==> config.mk <==
export PLATFORM = sky130hd
export DESIGN_NAME = serial_comparator
export DESIGN_NICKNAME = d
export VERILOG_FILES = /design/src/rtl/comparator_pkg.sv /design/src/rtl/serial_comparator_digit.sv /design/src/rtl/serial_comparator.sv
export SDC_FILE = /design/constraint.sdc
export NUM_CORES = 1
export LEC_CHECK = 0
export BUFFER_PORTS_ARGS = -buffer_cell sky130_fd_sc_hd__buf_2
export CAP_MARGIN = 10
export CORE_ASPECT_RATIO = 0.5
export CORE_MARGIN = 1
export CORE_UTILIZATION = 30
export CTS_CLUSTER_DIAMETER = 80
export DETAILED_ROUTE_END_ITERATION = 12
export GPL_ROUTABILITY_DRIVEN = 0
export PLACE_DENSITY = 0.46
export SYNTH_ARGS = -nofsm -noshare
export SYNTH_HDL_FRONTEND = slang
export SYNTH_SLANG_ARGS = --single-unit
==> constraint.sdc <==
create_clock -name clk_i -period 4.3 [get_ports clk_i]
set_input_delay 0.215 -clock clk_i [delete_from_list [all_inputs] [get_ports clk_i]]
set_output_delay 0.215 -clock clk_i [all_outputs]
set_load 0.03 [all_outputs]
==> src/rtl/comparator_pkg.sv <==
// Shared definitions for the serial magnitude comparator: FSM state encoding
// and the digit-count / digit-index-width derivation.
package comparator_pkg;

  typedef enum logic [1:0] {
    IDLE = 2'd0,
    BUSY = 2'd1,
    DONE = 2'd2
  } state_e;

  // Number of DIGIT-bit slices in a WIDTH-bit operand.
  function automatic int calc_ndig(input int width, input int digit);
    return width / digit;
  endfunction

  // Bits needed to hold a digit index 0..NDIG-1 (never narrower than 1 bit).
  function automatic int calc_idx_w(input int width, input int digit);
    int n;
    n = width / digit;
    return (n > 1) ? $clog2(n) : 1;
  endfunction

endpackage

==> src/rtl/serial_comparator_digit.sv <==
// Combinational compare of one DIGIT-bit slice, both slices taken as unsigned.
module digit_compare #(
  parameter int W = 1
) (
  input  logic [W-1:0] a_i,
  input  logic [W-1:0] b_i,
  output logic         eq_o,
  output logic         gt_o
);

  // Slice ordering: equality and strict greater-than of A over B.
  always_comb begin
    eq_o = (a_i == b_i);
    gt_o = (a_i > b_i);
  end

endmodule

==> src/rtl/serial_comparator.sv <==
// Digit-serial magnitude comparator. Latches two operands on start, walks
// the digits MSB slice first and stops at the first differing slice.
//
// state | meaning
// IDLE  | waiting for start_i, result flags hold the last outcome
// BUSY  | comparing the slice selected by idx_q
// DONE  | one-cycle done_o pulse, fresh result flags valid
import comparator_pkg::*;

module serial_comparator #(
  parameter int WIDTH = 10,
  parameter int DIGIT = 1
) (
  input  logic             clk_i,
  input  logic             rst_i,
  input  logic             start_i,
  input  logic             signed_i,
  input  logic [WIDTH-1:0] a_i,
  input  logic [WIDTH-1:0] b_i,
  output logic             busy_o,
  output logic             done_o,
  output logic             equal_o,
  output logic             greater_o,
  output logic             lesser_o
);

  localparam int NDIG  = calc_ndig(WIDTH, DIGIT);
  localparam int IW    = calc_idx_w(WIDTH, DIGIT);
  localparam int NSLOT = 2 ** IW;

  localparam logic [IW-1:0]    IDX_TOP  = IW'(NDIG - 1);
  localparam logic [WIDTH-1:0] MSB_MASK = {1'b1, {(WIDTH-1){1'b0}}};

  if (WIDTH < 2 || DIGIT < 1 || (WIDTH % DIGIT) != 0) begin : g_bad_params
    $error("serial_comparator: WIDTH must be >= 2 and a multiple of DIGIT");
  end

  state_e           state_q;
  logic [WIDTH-1:0] a_q;
  logic [WIDTH-1:0] b_q;
  logic [IW-1:0]    idx_q;
  logic             busy_q;
  logic             done_q;
  logic             eq_q;
  logic             gt_q;
  logic             lt_q;

  // Operands viewed as an array of slices; slots past NDIG exist only so the
  // index width matches the array exactly and read as zero.
  logic [DIGIT-1:0] a_dig [NSLOT];
  logic [DIGIT-1:0] b_dig [NSLOT];
  logic [DIGIT-1:0] a_sl;
  logic [DIGIT-1:0] b_sl;
  logic             dig_eq;
  logic             dig_gt;

  for (genvar s = 0; s < NSLOT; s++) begin : g_slot
    if (s < NDIG) begin : g_used
      assign a_dig[s] = a_q[s*DIGIT +: DIGIT];
      assign b_dig[s] = b_q[s*DIGIT +: DIGIT];
    end else begin : g_pad
      assign a_dig[s] = '0;
      assign b_dig[s] = '0;
    end
  end

  // Select the slice under examination.
  always_comb begin
    a_sl = a_dig[idx_q];
    b_sl = b_dig[idx_q];
  end

  digit_compare #(
    .W (DIGIT)
  ) u_digit_compare (
    .a_i  (a_sl),
    .b_i  (b_sl),
    .eq_o (dig_eq),
    .gt_o (dig_gt)
  );

  // Sequencing FSM with registered status and result flags. Signed operands
  // get their MSB flipped at capture, which maps two's-complement order onto
  // unsigned order so the slice walk is mode-agnostic.
  always_ff @(posedge clk_i) begin
    if (rst_i) begin
      state_q <= IDLE;
      a_q     <= '0;
      b_q     <= '0;
      idx_q   <= '0;
      busy_q  <= 1'b0;
      done_q  <= 1'b0;
      eq_q    <= 1'b0;
      gt_q    <= 1'b0;
      lt_q    <= 1'b0;
    end else begin
      case (state_q)
        IDLE: begin
          done_q <= 1'b0;
          if (start_i) begin
            a_q     <= signed_i ? (a_i ^ MSB_MASK) : a_i;
            b_q     <= signed_i ? (b_i ^ MSB_MASK) : b_i;
            idx_q   <= IDX_TOP;
            busy_q  <= 1'b1;
            state_q <= BUSY;
          end
        end
        BUSY: begin
          if (!dig_eq) begin
            eq_q    <= 1'b0;
            gt_q    <= dig_gt;
            lt_q    <= !dig_gt;
            done_q  <= 1'b1;
            state_q <= DONE;
          end else if (idx_q == '0) begin
            eq_q    <= 1'b1;
            gt_q    <= 1'b0;
            lt_q    <= 1'b0;
            done_q  <= 1'b1;
            state_q <= DONE;
          end else begin
            idx_q <= idx_q - IW'(1);
          end
        end
        DONE: begin
          busy_q  <= 1'b0;
          done_q  <= 1'b0;
          state_q <= IDLE;
        end
        default: begin
          busy_q  <= 1'b0;
          done_q  <= 1'b0;
          state_q <= IDLE;
        end
      endcase
    end
  end

  assign busy_o    = busy_q;
  assign done_o    = done_q;
  assign equal_o   = eq_q;
  assign greater_o = gt_q;
  assign lesser_o  = lt_q;

endmodule

Yosys cells after proc, flatten, opt, wreduce, memory -nomap -nowiden
Index checks and enable logic that the tools add are counted.
{"block": "word_totals", "elab_cells": 57, "output_inout_bits": 5, "ff_bits": 31, "inputBits": 24}
{"block": "op_classes", "n_mux": 24, "n_addsub": 1, "bitwise": 4, "eq_ne": 7, "n_reduce_logical": 10, "n_lt_le_gt_ge": 2}
{"operator": "10-bit 2-to-1 mux", "n": 2}
{"operator": "4-bit 2-to-1 mux", "n": 3}
{"operator": "1-bit 2-to-1 mux", "n": 11}
{"operator": "1-bit binary-select mux with 4-bit select", "n": 2}
{"operator": "4-bit case mux with 2 select lines", "n": 1}
{"operator": "2-bit AND reduction", "n": 4}
{"operator": "2-bit 2-to-1 mux", "n": 3}
{"operator": "2-bit != test (second input constant)", "n": 3}
{"operator": "5-bit >= comparator (second input constant)", "n": 1}
{"operator": "4-bit NOT with 5-bit output", "n": 1}
{"operator": "4-bit logical NOT", "n": 1}
{"operator": "2-bit case mux with 2 select lines", "n": 1}
{"operator": "4-bit AND reduction", "n": 1}
{"operator": "4-bit by 1-bit subtractor with 4-bit output (second input constant)", "n": 1}
{"operator": "3-bit != test (second input constant)", "n": 1}
{"operator": "1-bit NOT", "n": 3}
{"operator": "2-bit by 1-bit equality test with 1-bit output (second input constant)", "n": 1}
{"operator": "2-bit logical NOT", "n": 1}
{"operator": "2-bit by 1-bit != test with 1-bit output (second input constant)", "n": 1}
{"operator": "1-bit case mux with 2 select lines", "n": 1}
{"operator": "2-bit nonzero test", "n": 1}
{"operator": "2-bit OR reduction", "n": 1}
{"operator": "1-bit equality test", "n": 1}
{"operator": "1-bit greater-than comparator", "n": 1}
{"operator": "1-bit logical NOT", "n": 1}

Longest topological paths before layout
Gate-level depths: netlist of run 1.
{"block": "logic_depth", "word_depth": 7, "depth_mapped": 10}

Hierarchy
Synthesis of run 1 repeated with hierarchy kept, for this count alone.
{"block": "hier_totals", "hier_cells": 160, "hier_area_um2": 1411.4}
{"module": "serial_comparator", "n_inst": 1, "seq_area_each_um2": 620.6, "cells_per_inst": 158, "area_each_um2": 1395.1}
{"module": "digit_compare", "n_inst": 1, "seq_area_each_um2": 0.0, "cells_per_inst": 2, "area_each_um2": 16.3}

Worst setup path before layout of run 1
Ideal clock, no wire load.
{"block": "synth_timing", "path_type": "flip-flop to flip-flop", "start": "reg idx_q[0]", "end": "reg idx_q[1]", "t_arrival_ns": 2.227, "path_slack_ns": 1.945, "t_required_ns": 4.172, "path_buffers": 0, "period_less_slack_ns": 2.355, "setup_ns": 0.128, "path_stages_with_launch": 10, "cell_sequence": "dfxtp_1 -> mux4_2 -> o22ai_1 -> a311o_1 -> o21ai_0 -> ha_1 -> nand2_1 -> a211oi_4 -> mux2i_1 -> nor2_1"}
{"block": "synth_between", "elab_chain_len": 7, "elab_cells_between_ends": 16, "classes_between": "add/sub (1); eq/ne (3); mux (9); bitwise (1); reduce/logical (2)"}
{"element": "start: declaration", "line_no": "serial_comparator.sv:41", "text": "logic [IW-1:0] idx_q;"}
{"element": "start signal: assignment", "line_no": "serial_comparator.sv:122", "text": "idx_q <= idx_q - IW'(1);"}
{"element": "4-bit NOT with 5-bit output (not written as such) *", "line_no": "serial_comparator.sv:69, serial_comparator.sv:70"}
{"element": "1-bit binary-select mux with 4-bit select (on tied branches)", "line_no": "serial_comparator.sv:69, serial_comparator.sv:70"}
{"element": "1-bit 2-to-1 mux (on tied branches) (2 in a row)", "line_no": "serial_comparator.sv:69, serial_comparator.sv:70"}
{"element": "1-bit equality test *", "line_no": "serial_comparator_digit.sv:13", "text": "eq_o = (a_i == b_i);"}
{"element": "net dig_eq", "line_no": "serial_comparator.sv:54", "text": "logic dig_eq;"}
{"element": "2-bit != test (no source line) *"}
{"element": "4-bit AND reduction (no source line) *"}
Mark *: on every way through the listed nets, which the timed path passes. The rest lies on a longest branch. The select of a mux whose other input is x is not followed.
A chain may end at the register's enable or synchronous reset.

Final worst setup path of run 1
Same ends and word-level chain as after synthesis.

==> results_dict.tcl, run 1 <==
set metrics [dict create \
    syn_nets 193 \
    cp_max_fo 13 \
    grt_pass1_wl_mm 5.06 \
    min_to "a_q[2]" \
    post-cts-setup-buffers 0 \
    pre_cts_ws_ns 1.39 \
    r2r_cells 9 \
    ff2ff_setup_slack_ns 1.37 \
    tightestPinTransition_ns 0.601 \
    slew_viol_final 0 \
    use_met3 0.0418 \
    top_usage_layer "met2" \
    drive_gt1_frac 0.218 \
    io_buffer_count 28 \
    cts_root_buf "clkbuf_8" \
    ys_seq_area_frac 0.434 \
    grt.total_usage 0.131 \
    fin_worst_skew_ns 0.00230 \
    power_density_nw_per_um2 566 \
    cp_data_required_time_ns 4.45 \
    synth_top_cell_by_area "dfxtp_1" \
    coreArea_um2 4490 \
    rows 17 \
    period_share 0.680 \
    clk_pin_slew_ns 0.06 \
    hpwl_mm 1.98 \
    worst_path_max_delay_cell "dfxtp_1" \
    cts_resized 0 \
    syn_avg_cell_area_um2 8.61 \
    cap_violations 0 \
    dieWidth_um 99.6 \
    ys_types 35 \
    antenna_found_initial 0 \
    cp_data_arrival_time_ns 3.07 \
    diodes 0 \
    hold_depth 3 \
    routed_wl_mm 2.92 \
    reg2reg_to "idx_q[1]" \
    ys_async_sr_fraction 0 \
    fin_nets 219 \
    numCtsBuffers 5 \
    synth_top_area_share 0.434 \
    tns_ns 0 \
    cts.sinks 31 \
    hp-start "a_i[2]" \
    synth_area_um2 1430 \
    hold_violations 0 \
    cellLeakagePower_nw 0.683 \
    gr-total-overflow 0 \
    slowest_delay_ns 0.69 \
    status "finished, final reports clean" \
    avgRoutedWirePerCell_um 11.3 \
    layout_min_cycle_time_ns 2.93 \
    vias 1186 \
    critPathKind "flip-flop to flip-flop" \
    hold_class "primary input to flip-flop" \
    rsz0062_at_grt "no" \
    die_area_um2 5060 \
    drt_first_pass_iters 4 \
    synth_common_cells "39 x nand2_1, 31 x dfxtp_1, 21 x a21oi_1" \
    worstSkewPairLatency_ns 0.28 \
    grtUsageMet1 0.167 \
    grt_max_degree 32 \
    drtAntennaViolNets 0 \
    ios 29 \
    slew_headroom 0.599 \
    setup_violations 0 \
    fin_ws_ns 1.37 \
    grtUsageMet2 0.204 \
    drt_first_iter_violations 30 \
    cp-end-kind "flip-flop" \
    worstSetupStartpointType "flip-flop" \
    synth_seq_cells 31 \
    synth.most_common_cell "nand2_1" \
    max_freq_ghz 0.342 \
    cts_buffer_depth 2 \
    grt_pass1_vias 1126 \
    ys.flop_type "dfxtp_1" \
    max-vdd-ir-drop_uv 167 \
    areaGrowthSynthToFinish_pct 18.7 \
    initial_utilization 0.318 \
    cts_tree "done" \
    cp_cell_sequence "mux4_2 -> o22ai_1 -> a311o_1 -> o21ai_0 -> ha_1 -> nand2_1 -> a211oi_4 -> mux2i_1 -> nor2_1" \
    ctsHoldBuffers 0 \
    r2r-start "idx_q[0]" \
    ys_warn_count 0 \
    via_per_inst 4.58 \
    drc_errors 0 \
    synthCells 166 \
    synth_area_leaders "dfxtp_1 43%, nand2_1 10%, a21oi_1 7.4%" \
    synth_edf_count 0 \
    htreeDepth 2 \
    die_y_um 50.8 \
]
-- registers in the layout, indices dropped and copies added, names as in the netlist --
signal / flops
a_q: 10
b_q: 10
idx_q: 4
state_q: 2
busy_o: 1
done_o: 1
equal_o: 1
greater_o: 1
lesser_o: 1
-- critical path: cells and delay by family (launching register included) --
kind	cells	cell delay [ns]
DFF	1	0.69
muxes	2	0.81
AOI/OAI and AO/OA	4	0.78
and+or+nand+nor	2	0.17
adders and majority gates	1	0.35
-- routing by layer --
metal	routed length, µm	vias to the layer above
met2	1180	21
met3	106	7
met5	0	-
met4	47	0
li1	-	618
met1	1590	540
-- final cells by class --
type	instances	area [µm²]
multi-input cells	122	734
flip-flops and latches	31	621
well taps	66	82.6
repair buffers	29	148
fillers	476	2790
clock buffers	8	100
inverters	3	11.3
-- worst max-delay path by stage --
| stage | slack, ns | cells after the start | to | startpoint |
|---|---|---|---|---|
| detailed placement | 1.39 | 9 | idx_q[1] | idx_q[0] |
| global placement | 1.46 | 9 | idx_q[1] | idx_q[0] |
| CTS | 1.36 | 9 | idx_q[1] | idx_q[0] |
| finish | 1.37 | 9 | idx_q[1] | idx_q[0] |
| global route | 1.18 | 9 | idx_q[3] | idx_q[0] |
| floorplan | 1.95 | 9 | idx_q[1] | idx_q[0] |
-- cell usage in the layout, fill, tap and decap left out, drive strengths merged, types with 4 or more instances in the layout --
cell | synthesis | layout
nand2 | 39 | 39
dfxtp | 31 | 31
buf | 5 | 29
a21oi | 22 | 22
nor2 | 14 | 14
clkbuf | 5 | 8
mux2i | 7 | 7
o21ai | 4 | 4
nor3 | 4 | 4
a211oi | 4 | 4
-- kinds of logic after synthesis --
kind of cell               synth area share
buffers and inverters                0.0517
xor gates and xnor gates             0.0123
AOI/OAI and AO/OA                     0.168
DFF                                   0.434
muxes                                0.0990
and+or+nand+nor                       0.208
adders and majority gates            0.0263
-- metrics by stage --
step | utilization | hold WS (ns) | total power, mW | instances | instance area [µm²]
final | 0.378 | 0.165 | 0.960 | 259 | 1700
after global routing | 0.378 | 0.159 | 1.03 | 259 | 1700
after CTS | 0.378 | 0.161 | 0.974 | 259 | 1700
after detailed placement | 0.356 | 0.448 | 0.718 | 251 | 1600
after global placement | 0.356 | 0.445 | 0.719 | 251 | 1600
after floorplan | - | 0.287 | 0.655 | 166 | 1430
-- power breakdown --
group	leakage, nW	switching [mW]	total (mW)	internal [mW]
sequential	0.255	0.0597	0.398	0.338
combinational	0.377	0.171	0.313	0.142
clock	0.0515	0.104	0.250	0.146
total	0.683	0.334	0.960	0.626
Power figures use the tool's default switching activity.
==> run 2: changes to the inputs <==
--- a/config.mk
+++ b/config.mk
@@ -5,6 +5,7 @@
 export SDC_FILE = /design/constraint.sdc
 export NUM_CORES = 1
 export LEC_CHECK = 0
+export ABC_AREA = 1
 export BUFFER_PORTS_ARGS = -buffer_cell sky130_fd_sc_hd__buf_2
 export CAP_MARGIN = 10
 export CORE_ASPECT_RATIO = 0.5
@@ -13,7 +14,7 @@
 export CTS_CLUSTER_DIAMETER = 80
 export DETAILED_ROUTE_END_ITERATION = 12
 export GPL_ROUTABILITY_DRIVEN = 0
-export PLACE_DENSITY = 0.46
+export PLACE_DENSITY = 0.47
 export SYNTH_ARGS = -nofsm -noshare
 export SYNTH_HDL_FRONTEND = slang
 export SYNTH_SLANG_ARGS = --single-unit
==> constraint.sdc (replaced) <==
create_clock -name clk_i -period 2.5 [get_ports clk_i]
set_input_delay 0.125 -clock clk_i [delete_from_list [all_inputs] [get_ports clk_i]]
set_output_delay 0.125 -clock clk_i [all_outputs]
set_load 0.03 [all_outputs]
==> run 2 against run 1 <==
Clock power increased by 58%. First-iteration DRC count increased by 6.7%. Worst setup slack got worse by 0.92 ns. Largest cell class unchanged. Sequential share of layout area decreased by 0.87 points.
==> results_dict.tcl, run 2 <==
set metrics [dict create \
    status "finished, final reports clean" \
    drt_first_pass_iters 4 \
    slew_viol_final 0 \
    routed_wl_mm 3.24 \
    synth-xor-area-share 0.0176 \
    die_area_um2 5270 \
    setup_violations 0 \
    period_share 0.816 \
    diodes 0 \
    synth_edf_count 0 \
    ctsHoldBuffers 0 \
    dpl_cell_area_um2 1650 \
    fin_area_um2 1740 \
    ys_types 24 \
    cellLeakagePower_nw 0.822 \
    critPathKind "flip-flop to flip-flop" \
    rsz0062_at_grt "no" \
    synthSimpleGateAreaFrac 0.257 \
    hold_violations 0 \
    fin_nets 259 \
    syn_avg_cell_area_um2 7.27 \
    layout_min_cycle_time_ns 2.04 \
    final_common_cell "dfxtp_1" \
    grt_max_degree 25 \
    synthCells 205 \
    final_cells 298 \
    cts_resized 0 \
    synth_seq_cells 31 \
    synth_top_cell_by_area "dfxtp_1" \
    fin_worst_skew_ns 0.00595 \
    hold_class "primary input to flip-flop" \
    grt.total_usage 0.137 \
    drtAntennaViolNets 0 \
    cts.sinks 31 \
    htreeDepth 2 \
    power_density_nw_per_um2 1230 \
    dieWidth_um 102 \
    ios 29 \
    synthAdderAreaFrac 0.0252 \
    coreArea_um2 4570 \
    numCtsBuffers 5 \
    tightestPinTransition_ns 0.362 \
    synth_area_leaders "dfxtp_1 42%, nand2_1 7.6%, nor2_1 6.5%" \
    io_buffer_count 28 \
    post-cts-setup-buffers 0 \
    drive_gt1_frac 0.246 \
    synth_common_cells "31 x dfxtp_1, 30 x nand2_1, 26 x nor2_1" \
    muxShareOfSynthArea 0 \
    ys_warn_count 0 \
    place_inst 291 \
    synth.most_common_cell "dfxtp_1" \
    drc_errors 0 \
    syn_nets 232 \
    grt_pass1_wl_mm 5.23 \
    avgRoutedWirePerCell_um 10.9 \
    clk_pin_slew_ns 0.07 \
    tns_ns 0 \
    vias 1295 \
    areaGrowthSynthToFinish_pct 16.6 \
    ys.flop_type "dfxtp_1" \
    cts_root_buf "clkbuf_8" \
    worstSetupStartpointType "flip-flop" \
    antenna_found_initial 0 \
    cp_data_arrival_time_ns 2.21 \
    rows 17 \
    worstSkewPairLatency_ns 0.28 \
    synth-compound-area-share 0.159 \
    synth_top_family_by_area "simple AND/OR/NAND/NOR gates" \
    cts_tree "done" \
    ys_seq_area_frac 0.416 \
    cts_buffer_depth 2 \
    mostFrequentLayoutCells "31 x dfxtp_1, 30 x nand2_1, 28 x buf_2" \
    max_freq_ghz 0.490 \
    die_y_um 51.8 \
    biggestRegsByFlops "a_q: 10 flops, b_q: 10 flops, idx_q: 4 flops" \
    cp-end-kind "flip-flop" \
    max-vdd-ir-drop_uv 364 \
    cap_violations 0 \
    final.fill_count 501 \
    initial_utilization 0.326 \
    drt_first_iter_violations 32 \
    via_per_inst 4.35 \
    gr-total-overflow 0 \
    cp_data_required_time_ns 2.67 \
    final_util 0.380 \
    slew_headroom 0.758 \
    cp_max_fo 14 \
    ys_async_sr_fraction 0 \
    synth_top_area_share 0.416 \
    grt_pass1_vias 1123 \
    hpwl_mm 2.37 \
    synth_area_um2 1490 \
]
## run 2: final timing paths
check           start  endpoint  slack, ns  depth (start not counted)
max reg2reg  idx_q[0]  idx_q[1]       0.46                         14
max          idx_q[0]  idx_q[1]       0.46                         14
min            b_i[8]    b_q[8]       0.09                          3
min reg2reg    b_q[9]    b_q[9]       0.45                          2
## run 2: kinds of logic after synthesis
logic type | Yosys count
XOR/XNOR | 3
flip-flops | 31
AND/OR/NAND/NOR | 83
buffers and inverters | 39
adder cells (fa/ha/maj) | 3
AO/OA/AOI/OAI | 46
## run 2: final cells by class
cell class	instances	area, µm²	share of cell area
Inverter	29	109	0.0626
Sequential cell	31	621	0.357
Multi-Input combinational cell	135	683	0.393
Clock buffer	6	82.6	0.0475
Timing Repair Buffer	30	155	0.0893
Tap cell	66	82.6	0.0475
Clock inverter	1	5.00	0.00288
## run 2: worst max-delay path, stage by stage, from the launching register on
cell and delay (ns):
dfxtp_1 0.46, inv_2 0.16, nand2_1 0.08, nand3_1 0.06
nand3_1 0.11, nand3_2 0.08, nand2_2 0.07, inv_2 0.03
ha_1 0.33, nand3_1 0.10, nand2_1 0.11, nand2_4 0.14
nand2_1 0.05, o21ai_1 0.08, nor2_1 0.05
## run 2: power breakdown
group	leakage [nW]	internal [mW]	switching [mW]	total [mW]
clock	0.0470	0.216	0.180	0.396
combinational	0.518	0.363	0.662	1.03
sequential	0.257	0.638	0.0864	0.725
## run 2: layer usage
metal / vias to the layer above / track usage / routed length, µm
met5: - / 0 / 0
met4: 0 / 0.0580 / 19
met3: 2 / 0.0551 / 139
met2: 21 / 0.185 / 1220
met1: 570 / 0.188 / 1860
li1: 702 / - / -
## run 2: through the flow
step | hold WS (ns) | power, mW | setup WS, ns
2_1_floorplan | 0.271 | 1.60 | 0.743
3_3_place_gp | 0.364 | 1.76 | 0.510
3_5_place_dp | 0.375 | 1.76 | 0.460
4_1_cts | 0.0847 | 2.17 | 0.451
5_1_grt | 0.0880 | 2.35 | 0.251
6_report | 0.0927 | 2.15 | 0.459
